## src/rtl/rchdc_pkg.sv

```systemverilog
// ============================================================
// rchdc_pkg : shared encodings and FSM states for the RCHDC classifier
// Revision  : 1.0
// ============================================================
`default_nettype none

package rchdc_pkg;
  localparam int CLS_NUM = 10;
  localparam int CLS_DW  = $clog2(CLS_NUM);
  localparam int DIM     = 2048;

  // Datapath state encoding: TRAIN lets set_clr commit the class set into the AM
  localparam logic TRAIN   = 1'b1;
  localparam logic PREDICT = 1'b0;

  typedef enum logic [2:0] {
    FLUSH     = 3'd0,
    IDLE      = 3'd1,
    ACCUM     = 3'd2,
    CLOSE     = 3'd3,
    SET_CLOSE = 3'd4,
    WAIT_PRED = 3'd5,
    RESULT    = 3'd6
  } rchdc_ctrl_state_e;
endpackage

`default_nettype wire

```

## src/rtl/rchdc_cnt.sv

```systemverilog
// ============================================================
// rchdc_cnt : up-counter with clear/enable that wraps to 0 after MAX
// Revision  : 1.0
// ============================================================
`default_nettype none

module rchdc_cnt #(
  parameter int             W   = 8,
  parameter logic [W-1:0]   MAX = '1
) (
  input  logic         clk,
  input  logic         rst,
  input  logic         clr,
  input  logic         en,
  output logic [W-1:0] cnt
);
  always_ff @(posedge clk) begin
    if (rst || clr) begin
      cnt <= '0;
    end else if (en) begin
      cnt <= (cnt == MAX) ? '0 : cnt + 1'b1;
    end
  end
endmodule

`default_nettype wire

```

## src/rtl/rchdc_seq_ctrl.sv

```systemverilog
// ============================================================
// rchdc_seq_ctrl : job sequencer for the RCHDC train/predict datapath
// Option macro   : RCHDC_CTRL_ABORT_EN adds an abort input
// Revision       : 1.0
// ============================================================
`default_nettype none

module rchdc_seq_ctrl
  import rchdc_pkg::*;
#(
  parameter  int FEAT_NUM  = 784,
  parameter  int SMP_CNT_W = 16,
  parameter  int PRED_LAT  = 2,
  localparam int FW        = (FEAT_NUM > 1) ? $clog2(FEAT_NUM) : 1,
  localparam int LW        = (PRED_LAT > 1) ? $clog2(PRED_LAT) : 1
) (
  input  logic                 clk,
  input  logic                 rst,
`ifdef RCHDC_CTRL_ABORT_EN
  input  logic                 abort,
`endif
  input  logic                 cmd_valid,
  output logic                 cmd_ready,
  input  logic                 cmd_mode,
  input  logic [CLS_DW-1:0]    cmd_label,
  input  logic [SMP_CNT_W-1:0] cmd_smp_cnt,
  input  logic                 feat_valid,
  output logic                 feat_ready,
  output logic [FW-1:0]        feat_idx,
  output logic                 dp_state,
  output logic                 dp_smp_en,
  output logic                 dp_smp_clr,
  output logic                 dp_set_clr,
  output logic [CLS_DW-1:0]    dp_label,
  input  logic [CLS_DW-1:0]    dp_predict,
  output logic                 res_valid,
  input  logic                 res_ready,
  output logic [CLS_DW-1:0]    res_class,
  output logic [SMP_CNT_W-1:0] res_smp,
  output logic                 busy
);
  rchdc_ctrl_state_e state, state_nx;

  logic                 mode_q;
  logic [SMP_CNT_W-1:0] job_cnt;
  logic [SMP_CNT_W-1:0] smp_idx;
  logic [SMP_CNT_W-1:0] last_idx;
  logic [LW-1:0]        lat_cnt;
  logic                 feat_last, smp_last, lat_last, abort_act;
  logic                 accept, smp_inc, lat_clr, lat_en, capture;

`ifdef RCHDC_CTRL_ABORT_EN
  assign abort_act = abort && (state != FLUSH) && (state != IDLE);
`else
  assign abort_act = 1'b0;
`endif

  assign last_idx  = job_cnt - 1'b1;
  assign smp_last  = (smp_idx == last_idx);
  assign feat_last = (feat_idx == FW'(FEAT_NUM - 1));
  assign lat_last  = (lat_cnt == LW'(PRED_LAT - 1));

  assign dp_smp_en = feat_valid & feat_ready;
  // FLUSH must clear the class encoder without committing, whatever the last job was
  assign dp_state  = (state == FLUSH) ? PREDICT : mode_q;
  assign busy      = (state != IDLE);
  assign res_smp   = smp_idx;

  always_ff @(posedge clk) begin
    if (rst) state <= FLUSH;
    else     state <= state_nx;
  end

  always_comb begin
    state_nx   = state;
    cmd_ready  = 1'b0;
    feat_ready = 1'b0;
    dp_smp_clr = 1'b0;
    dp_set_clr = 1'b0;
    res_valid  = 1'b0;
    accept     = 1'b0;
    smp_inc    = 1'b0;
    lat_clr    = 1'b0;
    lat_en     = 1'b0;
    capture    = 1'b0;
    case (state)
      FLUSH: begin
        dp_smp_clr = 1'b1;
        dp_set_clr = 1'b1;
        state_nx   = IDLE;
      end
      IDLE: begin
        cmd_ready = 1'b1;
        if (cmd_valid) begin
          accept = 1'b1;
          if (cmd_smp_cnt != '0) state_nx = ACCUM;
        end
      end
      ACCUM: begin
        feat_ready = 1'b1;
        if (feat_valid && feat_last) state_nx = CLOSE;
      end
      CLOSE: begin
        dp_smp_clr = 1'b1;
        lat_clr    = 1'b1;
        if (mode_q == TRAIN) begin
          if (smp_last) begin
            state_nx = SET_CLOSE;
          end else begin
            smp_inc  = 1'b1;
            state_nx = ACCUM;
          end
        end else begin
          state_nx = WAIT_PRED;
        end
      end
      SET_CLOSE: begin
        dp_set_clr = 1'b1;
        state_nx   = IDLE;
      end
      WAIT_PRED: begin
        lat_en = 1'b1;
        if (lat_last) begin
          capture  = 1'b1;
          state_nx = RESULT;
        end
      end
      RESULT: begin
        res_valid = 1'b1;
        if (res_ready) begin
          if (smp_last) begin
            state_nx = IDLE;
          end else begin
            smp_inc  = 1'b1;
            state_nx = ACCUM;
          end
        end
      end
      default: state_nx = FLUSH;
    endcase
    // Abort kills every side effect of the current cycle, including a pending commit
    if (abort_act) begin
      state_nx   = FLUSH;
      feat_ready = 1'b0;
      dp_smp_clr = 1'b0;
      dp_set_clr = 1'b0;
      res_valid  = 1'b0;
      smp_inc    = 1'b0;
      lat_en     = 1'b0;
      capture    = 1'b0;
    end
  end

  always_ff @(posedge clk) begin
    if (rst) begin
      mode_q    <= PREDICT;
      dp_label  <= '0;
      job_cnt   <= '0;
      res_class <= '0;
    end else begin
      if (accept) begin
        mode_q   <= cmd_mode;
        dp_label <= cmd_label;
        job_cnt  <= cmd_smp_cnt;
      end
      if (capture) res_class <= dp_predict;
    end
  end

  rchdc_cnt #(.W(FW), .MAX(FW'(FEAT_NUM - 1))) u_feat_cnt (
    .clk(clk), .rst(rst), .clr(accept), .en(dp_smp_en), .cnt(feat_idx)
  );

  rchdc_cnt #(.W(SMP_CNT_W), .MAX('1)) u_smp_cnt (
    .clk(clk), .rst(rst), .clr(accept), .en(smp_inc), .cnt(smp_idx)
  );

  rchdc_cnt #(.W(LW), .MAX(LW'(PRED_LAT - 1))) u_lat_cnt (
    .clk(clk), .rst(rst), .clr(lat_clr), .en(lat_en), .cnt(lat_cnt)
  );
endmodule

`default_nettype wire

```

## config.mk

```make
export PLATFORM = sky130hd
export DESIGN_NAME = rchdc_seq_ctrl
export DESIGN_NICKNAME = d
export VERILOG_FILES = /design/src/rtl/rchdc_pkg.sv /design/src/rtl/rchdc_cnt.sv /design/src/rtl/rchdc_seq_ctrl.sv
export SDC_FILE = /design/constraint.sdc
export NUM_CORES = 1
export LEC_CHECK = 0
export ABC_AREA = 1
export ABC_CLOCK_PERIOD_IN_PS = 4000
export BUFFER_PORTS_ARGS = -buffer_cell sky130_fd_sc_hd__buf_2
export CORE_ASPECT_RATIO = 0.8
export CORE_UTILIZATION = 50
export DETAILED_ROUTE_END_ITERATION = 10
export HOLD_SLACK_MARGIN = 0.12
export PLACE_DENSITY = 0.8
export SLEW_MARGIN = 20
export SYNTH_ARGS = -nofsm -noshare
export SYNTH_HDL_FRONTEND = slang
export SYNTH_SLANG_ARGS = --single-unit
```

## constraint.sdc

```tcl
create_clock -name clk -period 4 [get_ports clk]
set_clock_uncertainty 0.05 [all_clocks]
set_input_delay 0.6 -clock clk [delete_from_list [all_inputs] [get_ports clk]]
set_output_delay 0.6 -clock clk [all_outputs]
set_load 0.01 [all_outputs]
```

==> impl_metrics.yaml <==
global_routing:
  antenna_found_initial: 0
  grt_overflow: 0
  use_met2_pct: 42.2
  grt_max_degree: 31
  grt_pass1_wl_mm: 13.2
  grt_util_met1_pct: 29.9
  grt_pass1_vias: 3027
  grtUsageTotal_pct: 23.4
  met3_usage_pct: 3.54
  grt-busiest-layer: "met2"
logic_synthesis:
  synth_most_common_cell: "nand2_1"
  synth_top_family_by_area: "simple AND/OR/NAND/NOR gates"
  muxShareOfSynthArea_pct: 0
  yosysSeqAreaShare_pct: 33.0
  ys_top_cells_by_area: "dfxtp_1 (33%), nand2_1 (12%), nor2_1 (9.8%)"
  synth_area_sq_um: 3340
  postSynthAreaPerCell_sq_um: 6.62
  yosys_register_bits: 55
  yosysWarnings: 0
  synth_compound_area_share_pct: 11.0
  synthCells: 504
  synth_edf_count: 0
  synth_fp_nets: 537
  synthAdderAreaFrac_pct: 1.13
  synthFlopType: "dfxtp_1"
  synth_top_area_share_pct: 33.0
  ys_top_cells_by_count: "nand2_1 (103), nor2_1 (87), dfxtp_1 (55)"
  synthDistinctLibCells: 36
  yosys.area_share.xor_xnor_pct: 8.66
  synthSimpleGateAreaFrac_pct: 37.6
  yosysTopAreaCell: "dfxtp_1"
  ys_async_sr_fraction_pct: 0
die:
  die_h_microns: 75.1
  row_count: 26
  start_util_pct: 52.0
  core_area_sq_um: 6410
  die-area_sq_um: 7000
  fp.dieW_microns: 93.3
  ioPinCount: 72
clock_network:
  cts_resized: 0
  h-tree-depth: 2
  ctsHoldBuffers: 0
  numCtsBuffers: 5
  cts_buffer_depth: 2
  cts.sinks: 55
  clk_latency_ps: 310
  cts_tree: "done"
  clock_tree.root_cell: "clkbuf_8"
  clk_pin_slew_ps: 100
  cts_setup_buffers: 0
final_layout:
  final_cell_count_no_fill: 654
  finalCoreUtilization_pct: 59.8
  syn_to_final_growth_pct: 15.0
  n_fill_cell: 630
  multiInputGateArea_sq_um: 1950
  nNetsFinal: 602
  antenna_cells: 0
  final_layout_size_suffix_gt1_share_pct: 19.6
  register_area_sq_um: 1100
critical_path:
  arrival_ps: 2800
  r2r_start: "state[0]"
  cp-end-kind: "flop"
  r2r_setup_slack_ps: 1320
  r2r_cells: 9
  cp-startpoint: "state[0]"
  critPathRequiredTime_ps: 4120
  start_kind: "flop"
  path_max_fanout: 30
  path_class: "reg2reg"
  timing.rr.end: "u_smp_cnt.cnt[10]"
sta:
  setup_viol: 0
  period_share_pct: 67.0
  slew_headroom_pct: 48.1
  worstMarginPinSlew_ps: 772
  max_freq_ghz: 0.373
  setup_tns_ps: 0
  rsz0062_at_grt: "false"
  slew_violations: 0
  finalHoldViolCount: 0
  fin_crit_ps: 2680
drt:
  dr.pass1.iters: 4
  wl_per_cell_microns: 11.8
  viasPerCell: 5.06
  drt_iter0_markers: 148
  vias: 3308
  drc: 0
  routed_wl_mm: 7.70
  ant_nets: 0
min_path:
  whs_path_depth: 2
  worstHoldStart: "dp_label[3]"
  holdPathEnd: "dp_label[3]"
  hold_path.class: "reg2reg"
status:
  status: "complete, no violations"
flow_run:
  drv_cap: 0
power:
  ir_worst_vdd_mv: 0.336
  p_per_area_nw_per_um2: 512
  power.leakage_nw: 1.78
placed_design:
  portBuffers: 71
  post-dp-hpwl_mm: 5.96
  place_congestion: 0.957
  dpl.cell_count: 646
==> worst max-delay path by stage <==
stage | to | slack, ps | depth (start not counted)
3_5_place_dp | u_feat_cnt.cnt[2] | 1320 | 9
5_1_grt | u_smp_cnt.cnt[10] | 940 | 9
6_report | u_smp_cnt.cnt[10] | 1320 | 9
4_1_cts | u_smp_cnt.cnt[10] | 1300 | 9
3_3_place_gp | u_feat_cnt.cnt[2] | 1490 | 9
2_1_floorplan | u_smp_cnt.cnt[14] | 2030 | 16
==> critical path, cell delays in order, from the launching register on <==
cell	delay, ps
dfxtp_1	500
inv_2	50
nor2_1	90
inv_1	70
nor2_1	210
nand2_1	490
inv_2	400
nor2_1	120
inv_1	460
a21oi_1	90
==> through the flow <==
step                      cell area (sq um)  hold slack (ps)  total power [mW]  setup WS, ps
after global placement                 3730              409              1.60          1490
after floorplan                        3340              427              1.43          2030
after CTS                              3830              442              1.98          1300
final                                  3830              441              1.96          1320
after global routing                   3830              464              2.14           941
after detailed placement               3730              420              1.64          1320
==> power by group <==
part           leakage, nW  switching [mW]  total [mW]  internal, mW
clock               0.0505           0.178       0.336         0.158
sequential           0.446          0.0797       0.693         0.613
combinational         1.28           0.595       0.936         0.341
==> registers in the layout (all words and copies together), names as in the netlist <==
signal / cells
dp_label: 4
job_cnt: 16
mode_q: 1
res_class: 4
state: 3
u_feat_cnt.cnt: 10
u_lat_cnt.cnt: 1
u_smp_cnt.cnt: 16
==> cell type report <==
type,count,share of cell area (%)
clock inverter,1,0.196
timing repair buffer,71,9.27
tap,84,2.74
multi-input combinational,377,50.8
inverter,59,5.77
sequential,55,28.7
clock buffer,7,2.51
==> metal layers <==
layer	share of wire [%]	up-vias	routed length [microns]
met4	0.91	0	70
met2	48	49	3680
met5	0	-	0
met1	48	1516	3710
li1	-	1735	-
met3	3.1	8	235
==> cells in the final DEF (no fill, tap or decap), types with 6 or more instances in the layout <==
| master | instances |
|---|---|
| a21oi_1 | 28 |
| buf_2 | 71 |
| clkbuf_8 | 7 |
| dfxtp_1 | 55 |
| inv_1 | 50 |
| inv_2 | 9 |
| nand2_1 | 103 |
| nand3_1 | 27 |
| nand3b_1 | 9 |
| nand4_1 | 8 |
| nor2_1 | 87 |
| nor3_1 | 9 |
| nor4_1 | 6 |
| o21ai_0 | 30 |
| xnor2_1 | 10 |
| xor2_1 | 23 |
==> kinds of logic after synthesis <==
family,count (synthesis)
AOI/OAI and AO/OA,69
and+or+nand+nor,272
DFF,55
buffers and inverters,72
adders and majority gates,3
xor gates and xnor gates,33
(Power assumes the default switching activity.)
